==> src/rtl/cpu_pkg.sv <==
// Shared CPU-side types and widths for the bus interface unit and its environment.
package cpu_pkg;

    localparam int CPU_AW = 20;
    localparam int CPU_DW = 16;

    typedef enum logic [1:0] {
        IDLE = 2'd0,
        BUS  = 2'd1,
        ACK  = 2'd2
    } biu_state_t;

    typedef enum logic {
        OWN_IF = 1'b0,
        OWN_D  = 1'b1
    } owner_t;

endpackage

==> src/rtl/mem_biu_if.sv <==
// Signal bundle between the fetch/data masters, the BIU and the external memory bus.
interface mem_biu_if #(
    parameter int AW = 20,
    parameter int DW = 16
);
    logic              if_req;
    logic [AW-1:0]     if_adr;
    logic              if_ack;
    logic [DW-1:0]     if_dtr;
    logic              if_err;

    logic              d_req;
    logic              d_we;
    logic [AW-1:0]     d_adr;
    logic [DW/8-1:0]   d_be;
    logic [DW-1:0]     d_wdat;
    logic [DW-1:0]     d_rdat;
    logic              d_ack;
    logic              d_err;

    logic              m_cyc;
    logic              m_we;
    logic [AW-1:0]     m_adr;
    logic [DW/8-1:0]   m_be;
    logic [DW-1:0]     m_wdat;
    logic [DW-1:0]     m_rdat;
    logic              m_rdy;

    // BIU view of the bundle
    modport slave (
        input  if_req, if_adr, d_req, d_we, d_adr, d_be, d_wdat, m_rdat, m_rdy,
        output if_ack, if_dtr, if_err, d_rdat, d_ack, d_err,
        output m_cyc, m_we, m_adr, m_be, m_wdat
    );

    // Environment view: CPU masters plus the memory slave
    modport master (
        output if_req, if_adr, d_req, d_we, d_adr, d_be, d_wdat, m_rdat, m_rdy,
        input  if_ack, if_dtr, if_err, d_rdat, d_ack, d_err,
        input  m_cyc, m_we, m_adr, m_be, m_wdat
    );

endinterface

==> src/rtl/bus_watchdog.sv <==
// Saturating cycle counter that flags a bus cycle stalled for TMO cycles.
module bus_watchdog #(
    parameter int TMO = 15
) (
    input  logic clk,
    input  logic rst,
    input  logic clr,
    input  logic en,
    output logic expired
);

    localparam int            CW  = $clog2(TMO + 1);
    localparam logic [CW-1:0] LIM = CW'(TMO);

    logic [CW-1:0] cnt_q;
    logic [CW-1:0] cnt_d;

    // Next count: clear wins, then saturating increment
    always_comb begin
        cnt_d = cnt_q;
        if (clr) begin
            cnt_d = {CW{1'b0}};
        end else if (en && (cnt_q != LIM)) begin
            cnt_d = cnt_q + CW'(1);
        end else begin
            cnt_d = cnt_q;
        end
    end

    // Count register
    always_ff @(posedge clk) begin
        if (rst) begin
            cnt_q <= {CW{1'b0}};
        end else begin
            cnt_q <= cnt_d;
        end
    end

    assign expired = (cnt_q == LIM);

endmodule

==> src/rtl/mem_biu.sv <==
// Bus interface unit: arbitrates fetch and data masters onto one 16-bit memory bus
// transaction at a time, with wait states and a watchdog for hung cycles.
module mem_biu
    import cpu_pkg::*;
#(
    parameter int AW  = CPU_AW,
    parameter int DW  = CPU_DW,
    parameter int TMO = 15
) (
    input  logic       clk,
    input  logic       rst,
    mem_biu_if.slave   bus
);

    localparam int BW = DW / 8;

    biu_state_t      state_q, state_d;
    owner_t          owner_q, owner_d;
    owner_t          last_q, last_d;
    logic            m_cyc_q, m_cyc_d;
    logic            m_we_q, m_we_d;
    logic [AW-1:0]   m_adr_q, m_adr_d;
    logic [BW-1:0]   m_be_q, m_be_d;
    logic [DW-1:0]   m_wdat_q, m_wdat_d;
    logic            if_ack_q, if_ack_d;
    logic            if_err_q, if_err_d;
    logic [DW-1:0]   if_dtr_q, if_dtr_d;
    logic            d_ack_q, d_ack_d;
    logic            d_err_q, d_err_d;
    logic [DW-1:0]   d_rdat_q, d_rdat_d;
    logic            wd_clr_s, wd_en_s, wd_expired_s;

    bus_watchdog #(.TMO(TMO)) u_wdog (
        .clk     (clk),
        .rst     (rst),
        .clr     (wd_clr_s),
        .en      (wd_en_s),
        .expired (wd_expired_s)
    );

    // Next-state and registered-output computation
    always_comb begin
        state_d  = state_q;
        owner_d  = owner_q;
        last_d   = last_q;
        m_cyc_d  = m_cyc_q;
        m_we_d   = m_we_q;
        m_adr_d  = m_adr_q;
        m_be_d   = m_be_q;
        m_wdat_d = m_wdat_q;
        if_ack_d = 1'b0;
        if_err_d = 1'b0;
        if_dtr_d = if_dtr_q;
        d_ack_d  = 1'b0;
        d_err_d  = 1'b0;
        d_rdat_d = d_rdat_q;
        wd_clr_s = 1'b0;
        wd_en_s  = 1'b0;

        case (state_q)
            IDLE: begin
                // On a tie the master that lost the previous grant goes first
                if (bus.if_req && (!bus.d_req || (last_q == OWN_D))) begin
                    state_d  = BUS;
                    owner_d  = OWN_IF;
                    last_d   = OWN_IF;
                    m_cyc_d  = 1'b1;
                    m_adr_d  = bus.if_adr;
                    m_we_d   = 1'b0;
                    m_be_d   = {BW{1'b1}};
                    m_wdat_d = {DW{1'b0}};
                    wd_clr_s = 1'b1;
                end else if (bus.d_req) begin
                    state_d  = BUS;
                    owner_d  = OWN_D;
                    last_d   = OWN_D;
                    m_cyc_d  = 1'b1;
                    m_adr_d  = bus.d_adr;
                    m_we_d   = bus.d_we;
                    m_be_d   = bus.d_be;
                    m_wdat_d = bus.d_wdat;
                    wd_clr_s = 1'b1;
                end else begin
                    state_d = IDLE;
                end
            end
            BUS: begin
                // Slave ready takes priority over a simultaneous watchdog expiry
                if (bus.m_rdy) begin
                    state_d = ACK;
                    m_cyc_d = 1'b0;
                    if (owner_q == OWN_IF) begin
                        if_ack_d = 1'b1;
                        if_dtr_d = bus.m_rdat;
                    end else begin
                        d_ack_d = 1'b1;
                        if (!m_we_q) begin
                            d_rdat_d = bus.m_rdat;
                        end else begin
                            d_rdat_d = d_rdat_q;
                        end
                    end
                end else if (wd_expired_s) begin
                    state_d = ACK;
                    m_cyc_d = 1'b0;
                    if (owner_q == OWN_IF) begin
                        if_ack_d = 1'b1;
                        if_err_d = 1'b1;
                        if_dtr_d = {DW{1'b0}};
                    end else begin
                        d_ack_d  = 1'b1;
                        d_err_d  = 1'b1;
                        d_rdat_d = {DW{1'b0}};
                    end
                end else begin
                    wd_en_s = 1'b1;
                end
            end
            ACK: begin
                state_d = IDLE;
            end
            default: begin
                state_d = IDLE;
                m_cyc_d = 1'b0;
            end
        endcase
    end

    // State and output registers
    always_ff @(posedge clk) begin
        if (rst) begin
            state_q  <= IDLE;
            owner_q  <= OWN_IF;
            last_q   <= OWN_D;
            m_cyc_q  <= 1'b0;
            m_we_q   <= 1'b0;
            m_adr_q  <= {AW{1'b0}};
            m_be_q   <= {BW{1'b0}};
            m_wdat_q <= {DW{1'b0}};
            if_ack_q <= 1'b0;
            if_err_q <= 1'b0;
            if_dtr_q <= {DW{1'b0}};
            d_ack_q  <= 1'b0;
            d_err_q  <= 1'b0;
            d_rdat_q <= {DW{1'b0}};
        end else begin
            state_q  <= state_d;
            owner_q  <= owner_d;
            last_q   <= last_d;
            m_cyc_q  <= m_cyc_d;
            m_we_q   <= m_we_d;
            m_adr_q  <= m_adr_d;
            m_be_q   <= m_be_d;
            m_wdat_q <= m_wdat_d;
            if_ack_q <= if_ack_d;
            if_err_q <= if_err_d;
            if_dtr_q <= if_dtr_d;
            d_ack_q  <= d_ack_d;
            d_err_q  <= d_err_d;
            d_rdat_q <= d_rdat_d;
        end
    end

    assign bus.m_cyc  = m_cyc_q;
    assign bus.m_we   = m_we_q;
    assign bus.m_adr  = m_adr_q;
    assign bus.m_be   = m_be_q;
    assign bus.m_wdat = m_wdat_q;
    assign bus.if_ack = if_ack_q;
    assign bus.if_err = if_err_q;
    assign bus.if_dtr = if_dtr_q;
    assign bus.d_ack  = d_ack_q;
    assign bus.d_err  = d_err_q;
    assign bus.d_rdat = d_rdat_q;

endmodule
==> src/flat_wrapper.sv <==
// flat-port wrapper written by rule: the top's interface ports become plain ports
module mem_biu_flat import cpu_pkg::*;
#(
    parameter int AW  = CPU_AW,
    parameter int DW  = CPU_DW,
    parameter int TMO = 15
)
  (clk, rst, bus_if_req, bus_if_adr, bus_d_req, bus_d_we, bus_d_adr, bus_d_be, bus_d_wdat, bus_m_rdat, bus_m_rdy, bus_if_ack, bus_if_dtr, bus_if_err, bus_d_rdat, bus_d_ack, bus_d_err, bus_m_cyc, bus_m_we, bus_m_adr, bus_m_be, bus_m_wdat);
  mem_biu_if #(.AW(AW), .DW(DW)) bus_i ();
  input  logic clk;
  input  logic rst;
  input wire logic [$bits(bus_i.if_req)-1:0] bus_if_req;
  input wire logic [$bits(bus_i.if_adr)-1:0] bus_if_adr;
  input wire logic [$bits(bus_i.d_req)-1:0] bus_d_req;
  input wire logic [$bits(bus_i.d_we)-1:0] bus_d_we;
  input wire logic [$bits(bus_i.d_adr)-1:0] bus_d_adr;
  input wire logic [$bits(bus_i.d_be)-1:0] bus_d_be;
  input wire logic [$bits(bus_i.d_wdat)-1:0] bus_d_wdat;
  input wire logic [$bits(bus_i.m_rdat)-1:0] bus_m_rdat;
  input wire logic [$bits(bus_i.m_rdy)-1:0] bus_m_rdy;
  output wire logic [$bits(bus_i.if_ack)-1:0] bus_if_ack;
  output wire logic [$bits(bus_i.if_dtr)-1:0] bus_if_dtr;
  output wire logic [$bits(bus_i.if_err)-1:0] bus_if_err;
  output wire logic [$bits(bus_i.d_rdat)-1:0] bus_d_rdat;
  output wire logic [$bits(bus_i.d_ack)-1:0] bus_d_ack;
  output wire logic [$bits(bus_i.d_err)-1:0] bus_d_err;
  output wire logic [$bits(bus_i.m_cyc)-1:0] bus_m_cyc;
  output wire logic [$bits(bus_i.m_we)-1:0] bus_m_we;
  output wire logic [$bits(bus_i.m_adr)-1:0] bus_m_adr;
  output wire logic [$bits(bus_i.m_be)-1:0] bus_m_be;
  output wire logic [$bits(bus_i.m_wdat)-1:0] bus_m_wdat;
  assign bus_i.if_req = bus_if_req;
  assign bus_i.if_adr = bus_if_adr;
  assign bus_i.d_req = bus_d_req;
  assign bus_i.d_we = bus_d_we;
  assign bus_i.d_adr = bus_d_adr;
  assign bus_i.d_be = bus_d_be;
  assign bus_i.d_wdat = bus_d_wdat;
  assign bus_i.m_rdat = bus_m_rdat;
  assign bus_i.m_rdy = bus_m_rdy;
  assign bus_if_ack = bus_i.if_ack;
  assign bus_if_dtr = bus_i.if_dtr;
  assign bus_if_err = bus_i.if_err;
  assign bus_d_rdat = bus_i.d_rdat;
  assign bus_d_ack = bus_i.d_ack;
  assign bus_d_err = bus_i.d_err;
  assign bus_m_cyc = bus_i.m_cyc;
  assign bus_m_we = bus_i.m_we;
  assign bus_m_adr = bus_i.m_adr;
  assign bus_m_be = bus_i.m_be;
  assign bus_m_wdat = bus_i.m_wdat;
  mem_biu #(.AW(AW), .DW(DW), .TMO(TMO)) u_core (.clk(clk), .rst(rst), .bus(bus_i));
endmodule
==> config.mk <==
export PLATFORM = sky130hd
export DESIGN_NAME = mem_biu_flat
export DESIGN_NICKNAME = d
export VERILOG_FILES = /design/src/rtl/cpu_pkg.sv /design/src/rtl/mem_biu_if.sv /design/src/rtl/bus_watchdog.sv /design/src/rtl/mem_biu.sv /design/src/flat_wrapper.sv
export SDC_FILE = /design/constraint.sdc
export NUM_CORES = 1
export LEC_CHECK = 0
export ABC_AREA = 1
export ABC_CLOCK_PERIOD_IN_PS = 1550
export CORE_ASPECT_RATIO = 1.5
export CORE_MARGIN = 2
export CORE_UTILIZATION = 42
export CTS_CLUSTER_SIZE = 10
export DETAILED_ROUTE_END_ITERATION = 10
export GPL_TIMING_DRIVEN = 0
export PLACE_DENSITY = 0.81
export SLEW_MARGIN = 40
export SYNTH_ARGS = -nofsm -noshare
export SYNTH_HDL_FRONTEND = slang
export SYNTH_SLANG_ARGS = --single-unit
==> constraint.sdc <==
create_clock -name clk -period 1.55 [get_ports clk]
set_input_delay 0.31 -clock clk [delete_from_list [all_inputs] [get_ports clk]]
set_output_delay 0.31 -clock clk [all_outputs]
set_load 0.02 [all_outputs]
Word-level counts from Yosys, hierarchy flattened
Cells that the tools add are included.

Register bits after elaboration: 84. Word-level logic and storage cells: 80. Output and inout port bits: 76. Input port bits: 80.

Add/sub/neg operators: 1. Equal/unequal tests: 7. Bitwise operators: 3. Reduce and logical (&&, ||, !) cells: 14. Mux-type cells: 40.

Operators with widths (number): $mux 16 (11); $mux 20 (2); $mux 1 (20); $mux 2 (5); $reduce_and 3->1 (2); $add 4x1->4 const B (1); $eq 4x4->1 const B (1); $ne 4x4->1 const B (1); $pmux 2 s2 (1); $reduce_and 4->1 (1); $reduce_bool 2->1 (2); $reduce_or 2->1 (2); $ne 3x2->1 const B (1); $ne 3x3->1 const B (1); $not 1->1 (3); $pmux 1 s3 (1); $reduce_or 3->1 (1); $eq 2x1->1 const B (1); $eq 2x2->1 const B (1); $logic_and 1x1->1 (2); $logic_not 2->1 (1); $ne 2x2->1 const B (1); $reduce_and 2->1 (1); $logic_not 1->1 (1); $logic_or 1x1->1 (1).

Depth between registers and ports, before layout
Gate-level depths: netlist of the first run.

Word-level depth: 6. Mapped depth: 7. Depth with buffers taken out: 7.

Cells and area by module
A second synthesis of the first run with hierarchy kept.

Cells, all modules: 548. Area, all modules: 3754.9 µm².

By module, submodules not included: mem_biu (sequential area each 1601.5 µm², cells an instance 519, area an instance 3554.7 µm², times used 1); bus_watchdog (sequential area each 80.1 µm², cells an instance 29, area an instance 200.2 µm², times used 1).

Worst setup path after synthesis of the first run
Ideal clock, no wire load.

Path kind: register to register. Start point: register u_core.u_wdog.cnt_q[0]. End point: register u_core.if_dtr_q[0], in the netlist u_core.bus.if_dtr[0]. Required time: 1.412 ns. Clock period less this slack: 1.333 ns. Library setup time: 0.138 ns. Slack: 0.217 ns. Path buffers: 1. Stages on the path, launching flop included: 8. Arrival: 1.194 ns. Cells stage by stage: dfxtp_1 -> ha_1 -> nand3_2 -> nand2_4 -> nand2_4 -> buf_2 -> nand2_1 -> a21oi_1.

Longest elaborated chain between the ends: 3.

RTL lines: start, declared (line bus_watchdog.sv:15) `logic [CW-1:0] cnt_q;`; start signal, assigned (line bus_watchdog.sv:33) `cnt_q <= {CW{1'b0}};`; start signal, assigned (line bus_watchdog.sv:35) `cnt_q <= cnt_d;`; $eq 4x4->1 (line bus_watchdog.sv:39) `assign expired = (cnt_q == LIM);`; $reduce_bool 2->1 (no line); $reduce_and 3->1 (no line); end signal, assigned (line mem_biu.sv:142) `if_dtr_q <= {DW{1'b0}};`; end signal, assigned (line mem_biu.sv:157) `if_dtr_q <= if_dtr_d;`; end, declared (line mem_biu.sv:27) `logic [DW-1:0] if_dtr_q, if_dtr_d;`.

Every way passes these cells. A chain may end at the register's enable or synchronous reset.

Worst setup path in the final report of the first run
Start point: register u_core.u_wdog.cnt_q[1]. End point: register u_core.d_rdat_q[12], in the netlist u_core.bus.d_rdat[12].

Longest elaborated chain between the ends: 3.

RTL lines: $eq 4x4->1 (line bus_watchdog.sv:39); $reduce_bool 2->1 (no line); $reduce_and 4->1 (no line); end signal, assigned (line mem_biu.sv:145) `d_rdat_q <= {DW{1'b0}};`; end signal, assigned (line mem_biu.sv:160) `d_rdat_q <= d_rdat_d;`; end, declared (line mem_biu.sv:30) `logic [DW-1:0] d_rdat_q, d_rdat_d;`.

Every way passes these cells.

==> results of run 1 <==
cells in the final DEF (no fill, tap or decap), drive strengths merged, types with 2 or more instances in the layout:
| cell type | count |
|---|---|
| dlygate4sd2 | 76 |
| clkinv | 2 |
| nor2 | 29 |
| nor4 | 2 |
| bufinv | 2 |
| clkbuf | 15 |
| buf | 18 |
| nand3 | 21 |
| a21oi | 37 |
| o21ai | 43 |
| nand2 | 161 |
| dfxtp | 84 |
| inv | 67 |
| nor3 | 2 |
| clkdlybuf4s50 | 78 |
cell usage after synthesis:
master	n	area share, %
nand2_1	146	16
dfxtp_1	84	48
inv_1	63	6.8
a21oi_1	27	3.9
nor2_1	27	2.9
o21ai_1	27	3.9
nand3_1	17	2.4
o21ai_0	15	2.2
nand2_2	11	2.0
a21oi_2	10	2.5
buf_2	8	1.1
buf_4	5	1.1
nand2_4	4	1.3
nand3_2	4	1.1
buf_6	3	0.97
clkbuf_1	3	0.32
inv_2	3	0.32
buf_1	2	0.22
nor3_1	2	0.29
nor4_1	2	0.36
clkinv_2	1	0.14
ha_1	1	0.36
inv_4	1	0.18
nand4_1	1	0.18
nor2_4	1	0.32
nor2_8	1	0.57
o211ai_1	1	0.22
o21ai_2	1	0.25
xor2_1	1	0.25
routing by layer:
metal | global-route usage [%] | vias to the layer above | routed length (um)
li1 | - | 1787 | -
met1 | 21.3 | 1576 | 3550
met2 | 39.8 | 135 | 4910
met3 | 8.10 | 11 | 829
met4 | 8.07 | 0 | 138
met5 | 0 | - | 0
layout make-up:
type,count,area (um^2)
fill,765,2660
sequential,84,1680
timing repair buffer,155,1450
multi-input combinational,299,1420
inverter,68,259
clock buffer,12,246
tap,105,131
buffer,20,128
clock inverter,4,72.6
power groups by stage:
stage | registers [uW] | logic, uW | clock network [uW]
6_report | 2350 | 930 | 2270
3_3_place_gp | 2400 | 994 | 0
5_1_grt | 2370 | 1020 | 2410
4_1_cts | 2350 | 938 | 2300
2_1_floorplan | 2530 | 349 | 0
3_5_place_dp | 2400 | 1010 | 0
flip-flops by register name (all words and copies together) (netlist names), 2 cells and up:
signal	flops
u_core.bus.m_adr	20
u_core.bus.d_rdat	16
u_core.bus.if_dtr	16
u_core.bus.m_wdat	16
u_core.u_wdog.cnt_q	4
u_core.bus.m_be	2
u_core.state_q	2
path summary, 6_finish.rpt:
path,end,from,slack [ps],depth (start not counted)
min,u_core.bus.if_dtr[8],rst,290,2
max reg2reg,u_core.bus.d_rdat[12],u_core.u_wdog.cnt_q[1],120,7
min reg2reg,u_core.bus.m_adr[19],u_core.bus.m_adr[19],450,2
max,u_core.bus.d_rdat[12],u_core.u_wdog.cnt_q[1],120,7
what timing repair did:
action	4_1_cts	5_1_grt
gates cloned	0	0
setup buffers	0	1
endpoints found under the setup margin	86	20
resized for setup	77	2
pin swaps	0	1
metrics by stage:
stage	setup slack (ps)	power (uW)
after floorplan	217	2880
after global placement	-346	3390
after detailed placement	-360	3410
after CTS	26.8	5590
after global routing	14.4	5800
final	123	5550
logic make-up (layout without fill, tap and decap cells):
| group | count (synthesis) | count (layout) | share of synthesized area, % |
|---|---|---|---|
| AO/OA/AOI/OAI | 81 | 81 | 12.9 |
| flip-flops | 84 | 84 | 48.2 |
| AND/OR/NAND/NOR | 216 | 216 | 27.2 |
| buffers and inverters | 89 | 259 | 11.2 |
| XOR/XNOR | 1 | 1 | 0.251 |
| adder cells (fa/ha/maj) | 1 | 1 | 0.358 |
==> results.cfg, run 1 <==
[status]
status = completed

[cts]
clockBufferDepth = 2
clock_sinks = 84
cts_tree = done
clock_latency_ps = 330
clkTransAtPathRegs_ps = 60
root_buffer = clkbuf_16
htree_num_levels = 3
cts-hold-fix-buffers = 0
cts_buffers = 9

[die]
dieArea_mm2 = 0.00907
core_mm2 = 0.00806
die_h_um = 116
rows = 40
initial_core_util_pct = 43.3
ioPinCount = 156
die_w_um = 78.4

[critical_path]
crit_buf_inv = 1
required_ps = 1740
critPathArrivalTime_ps = 1620
cp_max_fo = 10
crit_type = flop to flop
crit_chain = ha_2 -> nand3_2 -> nand2_4 -> nand2_4 -> buf_6 -> nand2_2 -> a21oi_2
cp_common_cell = nand2_4
cp_slowest_cell = dfxtp_1
cp_top_family = simple AND/OR/NAND/NOR gates
end_kind = flop
start_kind = flop
slowest_delay_ps = 370

[sta]
fmax_mhz = 701
timing.final.crit_share_pct = 92.1
skew_ps = 4.76
finalSetupViolations = 0
grt_setup_unrepaired = no
drv_slew = 0
period_minus_slack_ps = 1430
max_slew_margin_pct = 56.2
fin_setup_tns_ps = 0
hold_viol = 0
worst_pin_slew_ps = 657
hold_ws_ps = 286

[place]
dpl.hpwl_um = 7440
place_inst = 731
portBuffers = 154
gp_congestion = 0.848
post_dp_cell_area_mm2 = 0.00516

[finish]
final_area_mm2 = 0.00540
area_delta_synth_final_pct = 54.6
layout-drive-gt1-share_pct = 10.7
antenna_cells = 0
layout.cells.non_filler = 747
nNetsFinal = 718
postLayoutCoreUtil_pct = 67.0

[pwr]
vdd_drop_max_v = 0.000694
p_comb_share_pct = 16.7
internal_power_uw = 4150
p_leak_uw = 0.00263
pwr-share-seq_pct = 42.4
clkPwrFrac_pct = 40.9
powerDensity_mw_per_mm2 = 1030
power.share.switching_pct = 25.2
p_switching_uw = 1400

[grt]
grt_start_max_net_pins = 14
grt_pass1_wl_um = 15200
grt_pass1_vias = 3328
track_usage_pct = 21.3
overflow = 0
antenna_found_initial = 0

[synthesis]
yosysUniqueCellTypes = 29
ys_warn_count = 0
ys_seq_area_share_pct = 48.2
syn-num-nets = 553
avgSynthCellArea_um2 = 7.39
syn_area_mm2 = 0.00349
syn-instance-count = 472
synth_seq_cells = 84

[job]
cap_violations = 0

[min_path]
worstHoldPathType = input port to flop

[drt]
drc = 0
dr.pass1.iters = 4
wire_per_inst_um = 12.6
dr_total_vias = 3509
drt-total-wl_um = 9430
ant_nets = 0
drt_iter0_drc = 136
vias_per_cell = 4.70
Note: power is estimated with default switching activity, not from simulation.
==> inputs of run 2 (changes only) <==
CORE_MARGIN = unset   (was 2)
PLACE_DENSITY = 0.91   (was 0.81)
==> results.cfg, run 2 (synthesis gave the netlist of run 1 again) <==
[critical_path]
r2r_cells = 7
crit_type = input port to flop
start_kind = input port
ff2ff_setup_slack_ps = 140
required_ps = 1740
critPathArrivalTime_ps = 1600
rr_endpoint = u_core.bus.d_rdat[6]
cp_max_fo = 10
end_kind = flop
r2r-start = u_core.u_wdog.cnt_q[0]

[grt]
grt_start_max_net_pins = 13
overflow = 0
grt_pass1_vias = 3459
track_usage_pct = 22.5
grt_pass1_wl_um = 15500
antenna_found_initial = 0

[sta]
worst_pin_slew_ps = 628
hold_viol = 0
finalSetupViolations = 0
period_minus_slack_ps = 1410
drv_slew = 0
skew_ps = 4.56
grt_setup_unrepaired = no
setup_slack_ps = 141
max_slew_margin_pct = 58.2
fmax_mhz = 710
timing.final.crit_share_pct = 90.9

[cts]
root_buffer = clkbuf_16
htree_num_levels = 3
cts_buffers = 9
clockBufferDepth = 2
clock_sinks = 84
cts_tree = done
cts-hold-fix-buffers = 0
clkTransAtPathRegs_ps = 50
clock_latency_ps = 330

[min_path]
min_path_cells = 2
worstHoldPathType = input port to flop
hold_end = u_core.bus.if_dtr[7]
min_from = rst

[die]
initial_core_util_pct = 43.6
core_mm2 = 0.00801
rows = 40
die_h_um = 114
dieArea_mm2 = 0.00868
ioPinCount = 156
die_w_um = 76.4

[finish]
area_delta_synth_final_pct = 53.7
layout-drive-gt1-share_pct = 10.9
nNetsFinal = 718
mostFrequentLayoutCell = nand2_1
antenna_cells = 0
mostFrequentLayoutCells = nand2_1 (146), dfxtp_1 (82), clkdlybuf4s50_1 (78), dlygate4sd2_1 (76), inv_1 (63)
largest_reg_flops = 20
postLayoutCoreUtil_pct = 67.0

[drt]
vias_per_cell = 4.66
ant_nets = 0
drt_iter0_drc = 97
drc = 0
wire_per_inst_um = 12.4
dr.pass1.iters = 5
drt-total-wl_um = 9260
dr_total_vias = 3482

[pwr]
vdd_drop_max_v = 0.000631
powerDensity_mw_per_mm2 = 987
p_leak_uw = 0.00263

[place]
gp_congestion = 0.782
dpl.hpwl_um = 7190
portBuffers = 154
place_worst_setup_slack_ps = -361

[job]
cap_violations = 0

[status]
status = completed
==> run 2: changes by cell type in the layout (fill, tap and decap cells not counted) <==
cell        previous run  this run
buf_4                  7         6
clkbuf_2               0         1
bufinv_16              2         0
buf_6                  3         4
clkbuf_8               1         3
dfxtp_2                1         2
dfxtp_1               83        82
buf_1                  2         1
clkbuf_1               5         6
clkinvlp_4             1         0
==> run 2: worst max-delay path, stage by stage <==
cell             delay (ps)
clkdlybuf4s50_1         520
buf_6                   160
clkinv_2                 90
nand2_4                 130
nand2_4                  90
buf_6                   170
nand2_2                  70
a21oi_2                  50
==> run 2: report_power, final <==
part           internal, uW  switching, uW
combinational           416            517
clock                  1220            794
sequential             2280           66.4
total                  3920           1380
==> run 2: worst max-delay path by stage <==
stage                      startpoint                   end  slack, ps
6_report                    bus_m_rdy  u_core.bus.d_rdat[6]        140
5_1_grt                     bus_d_req   u_core.bus.m_adr[1]          3
4_1_cts        u_core.u_wdog.cnt_q[0]  u_core.bus.if_dtr[3]         10
3_5_place_dp                bus_m_rdy  u_core.bus.if_dtr[3]       -360
3_3_place_gp                bus_m_rdy  u_core.bus.if_dtr[0]       -340
2_1_floorplan  u_core.u_wdog.cnt_q[0]  u_core.bus.if_dtr[0]        220
==> run 2: repair_timing <==
| item | 4_1_cts | 5_1_grt |
|---|---|---|
| pin swaps | 1 | 1 |
| setup buffers | 1 | 0 |
| setup endpoints to repair | 86 | 23 |
| gates resized for setup | 77 | 6 |
==> run 2: layer usage <==
metal	GRT usage [%]	part of all wire [%]
met5	0	0
met1	23.0	37
met4	10.1	2.1
met2	42.6	54
met3	5.84	6.7
==> run 2: final cells by class <==
| type | instances | area [um^2] |
|---|---|---|
| inverters | 68 | 259 |
| flip-flops and latches | 84 | 1680 |
| well taps | 105 | 131 |
| repair buffers | 155 | 1450 |
| clock inverters | 1 | 5.00 |
| multi-input cells | 299 | 1420 |
| plain buffers | 20 | 133 |
| clock buffers | 15 | 278 |
| fillers | 678 | 2640 |
==> run 2: per-stage QoR <==
step	total power, uW	cell area [um^2]	instances	setup TNS (ps)	hold slack [ps]
final	5290	5370	747	0	287
after global routing	5550	5370	747	0	287
after CTS	5340	5360	748	0	282
after detailed placement	3410	5160	731	-14980	446
after global placement	3390	5160	731	-14050	440
after floorplan	2880	3490	472	0	445
